## src/rtl/adc_arb_pkg.sv

```systemverilog
// adc_arb_pkg: FSM state encoding and width default shared by the adc_arbiter files
package adc_arb_pkg;
    localparam int DATA_W_DEF = 8;
    typedef enum logic [1:0] {IDLE = 2'd0, CONV = 2'd1, DELIVER = 2'd2} state_t;
endpackage

```

## src/rtl/adc_arbiter_if.sv

```systemverilog
// adc_arbiter_if: requester and shared-ADC signals; slave is the arbiter's view, master the environment's
interface adc_arbiter_if import adc_arb_pkg::*; #(
    parameter int DATA_W = DATA_W_DEF
);
    logic              req0, req1, rdy0, rdy1;
    logic [DATA_W-1:0] dat0, dat1;
    logic              adc_req, adc_rdy;
    logic [DATA_W-1:0] adc_dat;
    logic [1:0]        grant;
    logic              timeout_err;
    modport slave (
        input  req0, req1, adc_rdy, adc_dat,
        output rdy0, rdy1, dat0, dat1, adc_req, grant, timeout_err
    );
    modport master (
        output req0, req1, adc_rdy, adc_dat,
        input  rdy0, rdy1, dat0, dat1, adc_req, grant, timeout_err
    );
endinterface

```

## src/rtl/adc_rr_pick.sv

```systemverilog
// adc_rr_pick: combinational two-way round-robin pick, one-hot out
module adc_rr_pick (
    input  logic       req0,
    input  logic       req1,
    input  logic       last,
    output logic [1:0] pick
);
    // last names the most recently granted channel; a tie goes to the other one
    assign pick = {req1 & (~req0 | ~last), req0 & (~req1 | last)};
endmodule

```

## src/rtl/adc_arbiter.sv

```systemverilog
// adc_arbiter: round-robin sharing of one ADC between two requesters.
// Define ADC_ARB_TIMEOUT_EN to add a CONV watchdog with a sticky timeout_err.
module adc_arbiter import adc_arb_pkg::*; #(
    parameter int DATA_W         = DATA_W_DEF,
    parameter int TIMEOUT_CYCLES = 255
) (
    input  logic         clk,
    input  logic         reset,
    adc_arbiter_if.slave bus
);
    state_t            state;
    logic              last, drop, held;
    logic [1:0]        pick;
    logic [DATA_W-1:0] sample;

    assign sample = bus.adc_dat;
    assign held   = |(bus.grant & {bus.req1, bus.req0});

    adc_rr_pick u_pick (.req0(bus.req0), .req1(bus.req1), .last(last), .pick(pick));

`ifdef ADC_ARB_TIMEOUT_EN
    localparam int WD_W = $clog2(TIMEOUT_CYCLES + 1);
    logic [WD_W-1:0] wd;
`else
    assign bus.timeout_err = 1'b0;
`endif

    always_ff @(posedge clk or negedge reset) begin
        if (!reset) begin
            state       <= IDLE;
            last        <= 1'b1;
            drop        <= 1'b0;
            bus.adc_req <= 1'b0;
            bus.grant   <= 2'b00;
            bus.rdy0    <= 1'b0;
            bus.rdy1    <= 1'b0;
            bus.dat0    <= '0;
            bus.dat1    <= '0;
`ifdef ADC_ARB_TIMEOUT_EN
            wd              <= '0;
            bus.timeout_err <= 1'b0;
`endif
        end else begin
            bus.rdy0 <= 1'b0;
            bus.rdy1 <= 1'b0;
            case (state)
                IDLE: if (|pick) begin
                    state       <= CONV;
                    bus.grant   <= pick;
                    last        <= pick[1];
                    bus.adc_req <= 1'b1;
                    drop        <= 1'b0;
                end
                CONV: if (bus.adc_rdy) begin
                    bus.adc_req <= 1'b0;
`ifdef ADC_ARB_TIMEOUT_EN
                    wd          <= '0;
`endif
                    // a requester that let go at any point in CONV forfeits the sample
                    if (drop || !held) begin
                        state     <= IDLE;
                        bus.grant <= 2'b00;
                    end else begin
                        state    <= DELIVER;
                        bus.rdy0 <= bus.grant[0];
                        bus.rdy1 <= bus.grant[1];
                        if (bus.grant[0]) bus.dat0 <= sample;
                        if (bus.grant[1]) bus.dat1 <= sample;
                    end
                end else begin
                    drop <= drop | ~held;
`ifdef ADC_ARB_TIMEOUT_EN
                    if (wd == WD_W'(TIMEOUT_CYCLES - 1)) begin
                        state           <= IDLE;
                        bus.adc_req     <= 1'b0;
                        bus.grant       <= 2'b00;
                        bus.timeout_err <= 1'b1;
                        wd              <= '0;
                    end else begin
                        wd <= wd + 1'b1;
                    end
`endif
                end
                default: begin
                    state     <= IDLE;
                    bus.grant <= 2'b00;
                end
            endcase
        end
    end
endmodule

```

## src/flat_wrapper.sv

```systemverilog
// flat-port wrapper written by rule: the top's interface ports become plain ports
module adc_arbiter_flat import adc_arb_pkg::*;
#(
    parameter int DATA_W         = DATA_W_DEF,
    parameter int TIMEOUT_CYCLES = 255
)
  (clk, reset, bus_req0, bus_req1, bus_adc_rdy, bus_adc_dat, bus_rdy0, bus_rdy1, bus_dat0, bus_dat1, bus_adc_req, bus_grant, bus_timeout_err);
  adc_arbiter_if #(.DATA_W(DATA_W)) bus_i ();
  input  logic clk;
  input  logic reset;
  input wire logic [$bits(bus_i.req0)-1:0] bus_req0;
  input wire logic [$bits(bus_i.req1)-1:0] bus_req1;
  input wire logic [$bits(bus_i.adc_rdy)-1:0] bus_adc_rdy;
  input wire logic [$bits(bus_i.adc_dat)-1:0] bus_adc_dat;
  output wire logic [$bits(bus_i.rdy0)-1:0] bus_rdy0;
  output wire logic [$bits(bus_i.rdy1)-1:0] bus_rdy1;
  output wire logic [$bits(bus_i.dat0)-1:0] bus_dat0;
  output wire logic [$bits(bus_i.dat1)-1:0] bus_dat1;
  output wire logic [$bits(bus_i.adc_req)-1:0] bus_adc_req;
  output wire logic [$bits(bus_i.grant)-1:0] bus_grant;
  output wire logic [$bits(bus_i.timeout_err)-1:0] bus_timeout_err;
  assign bus_i.req0 = bus_req0;
  assign bus_i.req1 = bus_req1;
  assign bus_i.adc_rdy = bus_adc_rdy;
  assign bus_i.adc_dat = bus_adc_dat;
  assign bus_rdy0 = bus_i.rdy0;
  assign bus_rdy1 = bus_i.rdy1;
  assign bus_dat0 = bus_i.dat0;
  assign bus_dat1 = bus_i.dat1;
  assign bus_adc_req = bus_i.adc_req;
  assign bus_grant = bus_i.grant;
  assign bus_timeout_err = bus_i.timeout_err;
  adc_arbiter #(.DATA_W(DATA_W), .TIMEOUT_CYCLES(TIMEOUT_CYCLES)) u_core (.clk(clk), .reset(reset), .bus(bus_i));
endmodule
```

## config.mk

```make
export PLATFORM = sky130hd
export DESIGN_NAME = adc_arbiter_flat
export DESIGN_NICKNAME = d
export VERILOG_FILES = /design/src/rtl/adc_arb_pkg.sv /design/src/rtl/adc_arbiter_if.sv /design/src/rtl/adc_rr_pick.sv /design/src/rtl/adc_arbiter.sv /design/src/flat_wrapper.sv
export SDC_FILE = /design/constraint.sdc
export NUM_CORES = 1
export LEC_CHECK = 0
export CORE_MARGIN = 4
export CORE_UTILIZATION = 47
export CTS_CLUSTER_SIZE = 10
export DETAILED_ROUTE_END_ITERATION = 8
export PLACE_DENSITY = 0.83
export SETUP_SLACK_MARGIN = 0.4
export SYNTH_ARGS = -nofsm -noshare
export SYNTH_HDL_FRONTEND = slang
export SYNTH_SLANG_ARGS = --single-unit
```

## constraint.sdc

```tcl
create_clock -name clk -period 3.25 [get_ports clk]
set_clock_uncertainty 0.05 [all_clocks]
set_input_delay 0.975 -clock clk [delete_from_list [all_inputs] [get_ports clk]]
set_output_delay 0.975 -clock clk [all_outputs]
set_load 0.02 [all_outputs]
```

==> results.json <==
{
  "synth_area_mm2": 0.00101,
  "hp-class": "flip-flop to flip-flop",
  "vias": 673,
  "synth.ff_latch_count": 25,
  "critical_path.max_fanout": 9,
  "io_pins": 35,
  "path_clk_slew_ns": 0.12,
  "min_period_ns": 2.46,
  "die-area_mm2": 0.00294,
  "grt_pass1_vias": 681,
  "drt-pass1-iter-count": 3,
  "clock.fmax_mhz": 407,
  "cts_hold_buf": 0,
  "grt_use_total_pct": 15.1,
  "antenna_found_initial": 0,
  "power-per-cell-area_mw_per_mm2": 670,
  "outcome": "completed",
  "fp.dieW_um": 54.3,
  "ys_seq_area_share_pct": 62.3,
  "worstSetupStartpointType": "input port",
  "cp_data_arrival_time_ns": 2.61,
  "synth_cell_types": 21,
  "stdcell_count": 135,
  "grt_max_degree": 26,
  "n_antenna_cell": 0,
  "drt_wl_total_um": 1890,
  "vias_per_cell": 4.99,
  "min_path_cells": 1,
  "setup_viol": 0,
  "ys.flop_type": "dfrtp_1",
  "ff2ff_path_depth": 4,
  "cts.sinks": 25,
  "die_y_um": 54.3,
  "synth-async-reset-ratio_pct": 100,
  "synth_commonest_cells": "dfrtp_1, mux2_2, nor2_1",
  "post_cts_resized": 0,
  "cp-end-kind": "flip-flop",
  "cts_tree": "yes",
  "clock_latency_ns": 0.30,
  "dpl.hpwl_um": 1480,
  "coreArea_mm2": 0.00200,
  "drive_above_1_share_pct": 22.2,
  "ys.warnings.count": 0,
  "h-tree-depth": 1,
  "synthesis.nets": 84,
  "final.setup.tns_ns": 0,
  "syn_to_final_growth_pct": 38.8,
  "overflow": 0,
  "drv_cap": 0,
  "port_buffers": 33,
  "synth_top_cell_area_share_pct": 59.7,
  "post-route-drc-count": 0,
  "critical_path_class": "input port to flip-flop",
  "rows": 16,
  "root_buffer": "clkbuf_4",
  "synthTopCellsByArea": "dfrtp_1, mux2_2, dfstp_2, nand2_4, nor4_4",
  "drtIter0Drc": 6,
  "finalCritPeriodShare_pct": 75.6,
  "wire_per_inst_um": 14.0,
  "avgSynthCellArea_um2": 14.2,
  "numCtsBuffers": 3,
  "syn-instance-count": 71,
  "ant_nets": 0,
  "gp_congestion": 0.733,
  "slew_violations": 0,
  "start_util_pct": 50.3,
  "ir_drop_mv": 0.360,
  "synth_top_area_cell": "dfrtp_1",
  "dp_cells": 131,
  "fin_nets": 122,
  "synth_edf_count": 0,
  "finalHoldViolCount": 0,
  "worst_ep_required_time_ns": 3.40,
  "grt_pass1_wl_um": 3090,
  "synth.most_common_cell": "dfrtp_1",
  "cts_setup_buffers": 0,
  "rsz0062_at_grt": "false",
  "cts_max_path_buffers": 2,
  "p_leak_nw": 0.658
}
-- flip-flops by register name, indices dropped and copies added, names as in the netlist --
signal and flops:
u_core.bus.rdy0 1, u_core.state 2, u_core.bus.dat0 8, u_core.drop 1, u_core.bus.adc_req 1, u_core.bus.grant 2, u_core.last 1, u_core.bus.dat1 8
u_core.bus.rdy1 1
-- worst max-delay path, cell delays in order --
cell             delay, ns
clkdlybuf4s50_1       0.59
a22oi_2               0.15
nor4_4                0.40
nand2_4               0.15
mux2_1                0.33
-- cells by family (layout without fill, tap and decap cells) --
group,Yosys count,in the layout,share of synthesized area [%]
compound gates,12,12,8.46
flops,25,25,62.3
buf+inv,4,41,1.87
other cells,1,1,0.373
mux,16,16,17.9
simple gates,13,13,9.08
-- worst paths after layout --
path                                      end  slack (ns)                from
max in group asynchronous         u_core.last        1.91               reset
setup / recovery           u_core.bus.dat1[6]        0.79            bus_req0
min in group asynchronous  u_core.bus.dat1[2]        0.96               reset
hold reg to reg            u_core.bus.dat0[0]        0.47  u_core.bus.dat0[0]
setup reg to reg           u_core.bus.dat1[6]        1.58     u_core.state[1]
hold / removal             u_core.bus.dat0[0]        0.47  u_core.bus.dat0[0]
-- area by class of cell --
class | count | area [um2]
fill | 142 | 606
inverter | 3 | 11.3
timing repair buffer | 34 | 338
tap | 27 | 33.8
clock buffer | 4 | 26.3
multi-input combinational | 42 | 360
sequential | 25 | 627
-- report_power, final --
group          switching (W)  total, W  internal (W)
logic               0.000164  0.000350      0.000186
registers          0.0000629  0.000456      0.000393
clock network      0.0000820  0.000130     0.0000478
total               0.000309  0.000935      0.000627
-- layout by cell type, fill, tap and decap left out, drive strengths merged --
| cell | netlist | layout |
|---|---|---|
| nor3 | 1 | 1 |
| dfrtp | 24 | 24 |
| o21ai | 3 | 3 |
| dfstp | 1 | 1 |
| a21oi | 3 | 3 |
| nor3b | 1 | 1 |
| o32ai | 1 | 1 |
| a211oi | 1 | 1 |
| a31oi | 1 | 1 |
| nor2 | 4 | 4 |
| clkdlybuf4s50 | 0 | 33 |
| clkbuf | 0 | 4 |
| a32o | 2 | 2 |
| nand2 | 4 | 4 |
| nand2b | 2 | 2 |
| buf | 1 | 1 |
| inv | 3 | 3 |
| nor4 | 1 | 1 |
| mux2 | 16 | 16 |
| a22oi | 1 | 1 |
| conb | 1 | 1 |
-- per-stage QoR --
| stage | setup WS [ns] | power, W | hold WS, ns | util [%] | area [um2] |
|---|---|---|---|---|---|
| floorplan | 1.20 | 0.000636 | 0.457 | - | 1010 |
| global placement | 0.540 | 0.000803 | 0.432 | 68.4 | 1370 |
| detailed placement | 0.446 | 0.000817 | 0.442 | 68.4 | 1370 |
| CTS | 0.781 | 0.000947 | 0.472 | 69.8 | 1400 |
| global route | 0.716 | 0.000993 | 0.489 | 69.8 | 1400 |
| finish | 0.793 | 0.000935 | 0.468 | 69.8 | 1400 |
-- per-layer routing --
layer	part of all wire (%)	GRT usage [%]	routed length, um	vias to the layer above
li1	-	-	-	327
met1	41	19.1	776	325
met2	52	23.9	983	19
met3	5.1	3.00	97	2
met4	1.8	8.71	34	0
met5	0	0	0	-
Power figures use the tool's default switching activity.
